--- src/rtl/sum_display_driver.sv ---
// sum_display_driver
// Captures a binary result through a Load/Busy handshake, converts it to BCD
// one bit per cycle (shift-add-3), and scans the four digits onto a
// common-anode 7-segment display with leading-zero blanking. Values above
// 9999 are shown as four dashes.

module sum_display_driver #(
   parameter int WIDTH       = 11,     // bit width of Value, 4..14
   parameter int REFRESH_DIV = 27000   // cycles each digit stays lit, >= 2
) (
   input  logic             clock,
   input  logic             reset,
   input  logic [WIDTH-1:0] Value,
   input  logic             Load,
   output logic             Busy,
   output logic [3:0]       Anode,
   output logic [6:0]       Segments
);

   localparam int CNT_W = $clog2(WIDTH + 1);
   localparam int REF_W = $clog2(REFRESH_DIV);

   // Internal digit code for the dash; 0..9 are plain BCD.
   localparam logic [3:0] DIGIT_DASH = 4'hA;

   localparam logic [6:0] SEG_ZERO  = 7'b1000000;
   localparam logic [6:0] SEG_BLANK = 7'b1111111;

   typedef enum logic [1:0] {
      IDLE,
      SHIFT,
      COMMIT
   } state_t;

   state_t            state;
   state_t            state_next;

   logic [WIDTH-1:0]  bin_q;        // binary bits still to be shifted in
   logic [15:0]       bcd_q;        // four BCD nibbles being built
   logic [15:0]       bcd_adj;      // bcd_q after the add-3 correction
   logic [CNT_W-1:0]  bit_cnt;      // shift steps completed
   logic              ovf_q;        // captured value does not fit in 4 digits
   logic              value_ovf;

   logic [3:0][3:0]   digit_q;      // displayed digits, [0] = units

   logic [REF_W-1:0]  refresh_cnt;
   logic [1:0]        scan_idx;

   logic [3:0]        sel_digit;
   logic              blank;
   logic [3:0]        anode_next;
   logic [6:0]        seg_next;

   // Active-low gfedcba pattern for one digit code.
   function automatic logic [6:0] seg_encode(input logic [3:0] d);
      logic [6:0] s;
      unique case (d)
         4'd0:       s = 7'b1000000;
         4'd1:       s = 7'b1111001;
         4'd2:       s = 7'b0100100;
         4'd3:       s = 7'b0110000;
         4'd4:       s = 7'b0011001;
         4'd5:       s = 7'b0010010;
         4'd6:       s = 7'b0000010;
         4'd7:       s = 7'b1111000;
         4'd8:       s = 7'b0000000;
         4'd9:       s = 7'b0010000;
         DIGIT_DASH: s = 7'b0111111;
         default:    s = SEG_BLANK;
      endcase
      return s;
   endfunction

   // The overflow decision is taken on the raw input so the shifter itself
   // only ever has to produce four digits.
   assign value_ovf = (32'(Value) > 32'd9999);

   assign Busy = (state != IDLE);

   // State register for the conversion FSM.
   always_ff @(posedge clock or posedge reset) begin
      // NOTE: sequential state uses non-blocking assignments so every register
      // samples the pre-edge values of its neighbours, matching the hardware.
      if (reset) state <= IDLE;
      else       state <= state_next;
   end

   // Next-state logic: IDLE -> SHIFT (WIDTH cycles) -> COMMIT (1 cycle) -> IDLE.
   always_comb begin
      // NOTE: assigning a default before the case keeps every path covered,
      // so no latch can be inferred when a branch leaves the signal alone.
      state_next = state;
      unique case (state)
         IDLE:    if (Load) state_next = SHIFT;
         SHIFT:   if (bit_cnt == CNT_W'(WIDTH - 1)) state_next = COMMIT;
         COMMIT:  state_next = IDLE;
         default: state_next = IDLE;
      endcase
   end

   // Add-3 correction on every nibble that would overflow past 9 when doubled.
   always_comb begin
      bcd_adj = bcd_q;
      for (int n = 0; n < 4; n++) begin
         if (bcd_q[4*n +: 4] >= 4'd5) bcd_adj[4*n +: 4] = bcd_q[4*n +: 4] + 4'd3;
      end
   end

   // Conversion datapath: capture on an accepted Load, then shift once per cycle.
   always_ff @(posedge clock or posedge reset) begin
      if (reset) begin
         bin_q   <= '0;
         bcd_q   <= '0;
         bit_cnt <= '0;
         ovf_q   <= 1'b0;
      end else begin
         unique case (state)
            IDLE: begin
               if (Load) begin
                  bin_q   <= Value;
                  bcd_q   <= '0;
                  bit_cnt <= '0;
                  ovf_q   <= value_ovf;
               end
            end
            SHIFT: begin
               {bcd_q, bin_q} <= {bcd_adj, bin_q} << 1;
               bit_cnt        <= bit_cnt + 1'b1;
            end
            default: ;
         endcase
      end
   end

   // Digit registers: updated only on COMMIT, otherwise they hold.
   always_ff @(posedge clock or posedge reset) begin
      // NOTE: this small register array is reset on purpose; the display must
      // read '0' immediately after reset, so it cannot be left uninitialised
      // like a RAM would be.
      if (reset) begin
         digit_q <= '0;
      end else if (state == COMMIT) begin
         for (int n = 0; n < 4; n++) begin
            digit_q[n] <= ovf_q ? DIGIT_DASH : bcd_q[4*n +: 4];
         end
      end
   end

   // Free-running refresh divider and scan index, independent of the FSM.
   always_ff @(posedge clock or posedge reset) begin
      if (reset) begin
         refresh_cnt <= '0;
         scan_idx    <= 2'd0;
      end else if (refresh_cnt == REF_W'(REFRESH_DIV - 1)) begin
         refresh_cnt <= '0;
         scan_idx    <= scan_idx + 2'd1;
      end else begin
         refresh_cnt <= refresh_cnt + 1'b1;
      end
   end

   // Leading-zero blanking for the selected digit; dashes are non-zero codes
   // and therefore never blank.
   always_comb begin
      blank = 1'b0;
      unique case (scan_idx)
         2'd1:    blank = (digit_q[1] == 4'd0) && (digit_q[2] == 4'd0) && (digit_q[3] == 4'd0);
         2'd2:    blank = (digit_q[2] == 4'd0) && (digit_q[3] == 4'd0);
         2'd3:    blank = (digit_q[3] == 4'd0);
         default: blank = 1'b0;
      endcase
   end

   // Pattern and digit enable for the currently scanned position.
   always_comb begin
      sel_digit  = digit_q[scan_idx];
      anode_next = ~(4'b0001 << scan_idx);
      seg_next   = blank ? SEG_BLANK : seg_encode(sel_digit);
   end

   // Registered pin drivers, one cycle behind the scan index and digits.
   always_ff @(posedge clock or posedge reset) begin
      if (reset) begin
         Anode    <= 4'b1110;
         Segments <= SEG_ZERO;
      end else begin
         Anode    <= anode_next;
         Segments <= seg_next;
      end
   end

endmodule

--- config.mk ---
export PLATFORM = sky130hd
export DESIGN_NAME = sum_display_driver
export DESIGN_NICKNAME = d
export VERILOG_FILES = /design/src/rtl/sum_display_driver.sv
export SDC_FILE = /design/constraint.sdc
export NUM_CORES = 1
export LEC_CHECK = 0
export BUFFER_PORTS_ARGS = -buffer_cell sky130_fd_sc_hd__buf_2
export CAP_MARGIN = 30
export CELL_PAD_IN_SITES_DETAIL_PLACEMENT = 0
export CELL_PAD_IN_SITES_GLOBAL_PLACEMENT = 1
export CORE_MARGIN = 2
export CORE_UTILIZATION = 48
export DETAILED_ROUTE_END_ITERATION = 8
export GPL_ROUTABILITY_DRIVEN = 0
export HOLD_SLACK_MARGIN = 0.12
export PLACE_DENSITY = 0.81
export RECOVER_POWER = 100
export SKIP_LAST_GASP = 1
export SLEW_MARGIN = 10
export SYNTH_ARGS = -nofsm -noshare
export SYNTH_HDL_FRONTEND = slang
export SYNTH_SLANG_ARGS = --single-unit
--- constraint.sdc ---
create_clock -name clock -period 3.1 [get_ports clock]
set_clock_uncertainty 0.05 [all_clocks]
set_input_delay 0.62 -clock clock [delete_from_list [all_inputs] [get_ports clock]]
set_output_delay 0.62 -clock clock [all_outputs]
set_load 0.01 [all_outputs]
==> impl_metrics.toml <==
[timing]
fin_crit_sh_pct = 71.04
rsz0062_at_grt = "false"
setup_viol = 0
tns_ns = 0
final_hold_viol_count = 0
fin_ws_ns = 0.8977
whs_ns = 0.4277
layout_min_cycle_time_ns = 2.202
worst_pin_slew_ns = 1.047
max_freq_mhz = 454.1
drv_slew = 0
max-slew-margin-rel_pct = 30.13

[logic_synthesis]
synth.area.top_cells = "dfrtp_1 (47%), ha_1 (6.8%), o21ai_0 (4.5%), nand2_1 (4.2%), mux2_2 (3.2%)"
synth.ff_latch_count = 77
ys_async_sr_fraction_pct = 100.0
synth_top_cell_area_share_pct = 47.43
synth.distinct_cells = 48
ys.flop_type = "dfrtp_1"
syn-num-nets = 402
yosysSeqAreaShare_pct = 50.16
avgSynthCellArea_um2 = 10.49
ys_warn_count = 0
syn_area_um2 = 3851
synth_top_area_cell = "dfrtp_1"
synth_edf_count = 0
synth_cells = 367

[floorplan]
coreArea_um2 = 7767
die_h_um = 93.57
fp.dieArea_um2 = 8755
ioPinCount = 26
die_w_um = 93.57
start_util_pct = 49.58
rows = 32

[placed_design]
post-place-ws_ns = 0.9749
placedCellCount = 482
port_buffers = 25
hpwl_mm = 4.699

[finish]
final_cells = 498
antenna_cells = 0
drive_gt1_share_pct = 12.88
finalNetCount = 426
fillers = 726
areaGrowthSynthToFinish_pct = 10.07

[clock_network]
clk_pin_slew_worst_paths_ns = 0.08
numCtsBuffers = 9
cts.htree.levels = 3
post_cts_resized = 0
clock_path_buffers = 2
insertion_delay_ns = 0.34
cts_hold_buf = 0
clkSinkCount = 77
cts_tree = "yes"
cts_root_buf = "clkbuf_8"
post_cts_buffers = 0

[critical_path]
path_max_fanout = 27
critical_path.max_stage_delay_ns = 0.64
worstPathRequired_ns = 2.43
end_kind = "primary output"
crit_arrival_ns = 1.53
slowest_stage = "dfrtp_1"
cp-start-kind = "flip-flop"
crit_chain = "or2_2 -> clkbuf_1"
critPathKind = "reg -> out"

[outcome]
status = "completed"

[power_and_ir_drop]
ir_worst_vdd_uv = 390.2
powerDensity_nw_per_um2 = 795.7
leakage_nw = 1.983

[routing]
drt_iter0_markers = 101
drt_first_pass_iters = 4
ant_nets = 0
vias = 2627
wire_per_inst_um = 13.90
drc = 0
routed_wl_mm = 6.924
vias_per_cell = 5.275

[global_route]
gr-total-overflow = 0
antenna_found_initial = 0
grt_max_degree = 53
grt_pass1_vias = 2582
grt_usage_pct = 17.55
grt_pass1_wl_mm = 12.10

[run]
maxCapViolCount = 0

[min_path]
hold_path.class = "reg -> reg"
[sequential cells by signal (all words and copies together), names as in the netlist]
name         flops
Anode            4
Segments         7
bcd_q           16
bin_q           11
bit_cnt          4
digit_q         16
refresh_cnt     15
scan_idx         2
state            2
[cells in the mapped netlist (2+ instances only)]
master and n:
buf_6 3, nor2_1 14, o31ai_1 2, nor4_1 3, and3b_1 9, o21ai_1 6, ha_1 21, nand3_1 8
nand4_1 6, nand3b_1 2, nor2b_1 2, dfstp_2 4, and4b_1 2, xnor2_1 10, mux4_2 3, nand2b_1 8
a21oi_1 19, nand2_1 43, nor3_1 10, xor2_1 9, inv_1 20, a22o_1 5, mux2_2 11, dfrtp_1 73
mux2i_1 5, and2_1 2, o21ai_0 35, nor3_2 2, clkbuf_1 11
[final cells by class]
type | count | area, µm² | area share, %
well taps | 102 | 127.6 | 3.011
clock buffers | 10 | 127.6 | 3.011
inverters | 21 | 78.83 | 1.860
multi-input cells | 254 | 1744 | 41.15
repair buffers | 28 | 141.4 | 3.335
flip-flops and latches | 77 | 1932 | 45.57
clock inverters | 6 | 87.58 | 2.066
[stage by stage]
stage	power, mW	instance area (µm²)	util (%)
after floorplan	2.330	3851	-
after global placement	2.552	4063	52.30
after detailed placement	2.591	4063	52.30
after CTS	3.434	4278	55.07
after global routing	3.642	4239	54.57
final	3.373	4239	54.57
[logic make-up (layout without fill, tap and decap cells)]
family	count (synthesis)	count (layout)	synth area share, %
flip-flops	77	77	50.16
XOR/XNOR	19	19	4.321
AO/OA/AOI/OAI	74	74	10.92
AND/OR/NAND/NOR	120	120	16.70
buffers and inverters	36	65	4.126
adder cells (fa/ha/maj)	21	21	6.823
multiplexers	20	20	6.953
[cells in the final DEF (no fill, tap or decap), drive strengths merged, types with 11 or more instances in the layout]
cell type  Yosys  layout
a21oi         19      19
buf            4      15
ha            21      21
mux2          11      11
o21ai         41      41
inv           20      20
nand2         43      43
clkbuf        11      23
nor2          14      14
nor3          12      12
dfrtp         73      73
[where the power goes]
part           switching, mW  internal, mW
clock network          0.374         0.452
registers              0.232          1.27
logic                  0.562         0.482
total                   1.17          2.21
[path summary, 6_finish.rpt]
| check | startpoint | endpoint | slack, ns | cells past startpoint |
|---|---|---|---|---|
| min in group asynchronous | reset | bin_q[0] | 0.46 | 2 |
| max | state[0] | Busy | 0.90 | 2 |
| max in group asynchronous | reset | Anode[1] | 1.67 | 3 |
| max reg2reg | state[0] | bcd_q[11] | 0.97 | 4 |
| min | refresh_cnt[14] | refresh_cnt[14] | 0.43 | 1 |
| min reg2reg | refresh_cnt[14] | refresh_cnt[14] | 0.43 | 1 |
[critical path, delay by kind of cell, from the launching register on]
kind	cells	cell delay, ns
buffers and inverters	1	0.13
DFF	1	0.64
and+or+nand+nor	1	0.42
[routing by layer]
metal	vias up	GRT usage (%)	share of wire (%)
li1	1321	-	-
met1	1264	23.66	51
met2	34	27.70	45
met3	8	3.143	2.6
met4	0	7.971	1.3
met5	-	0	0
Power figures use the tool's default switching activity.
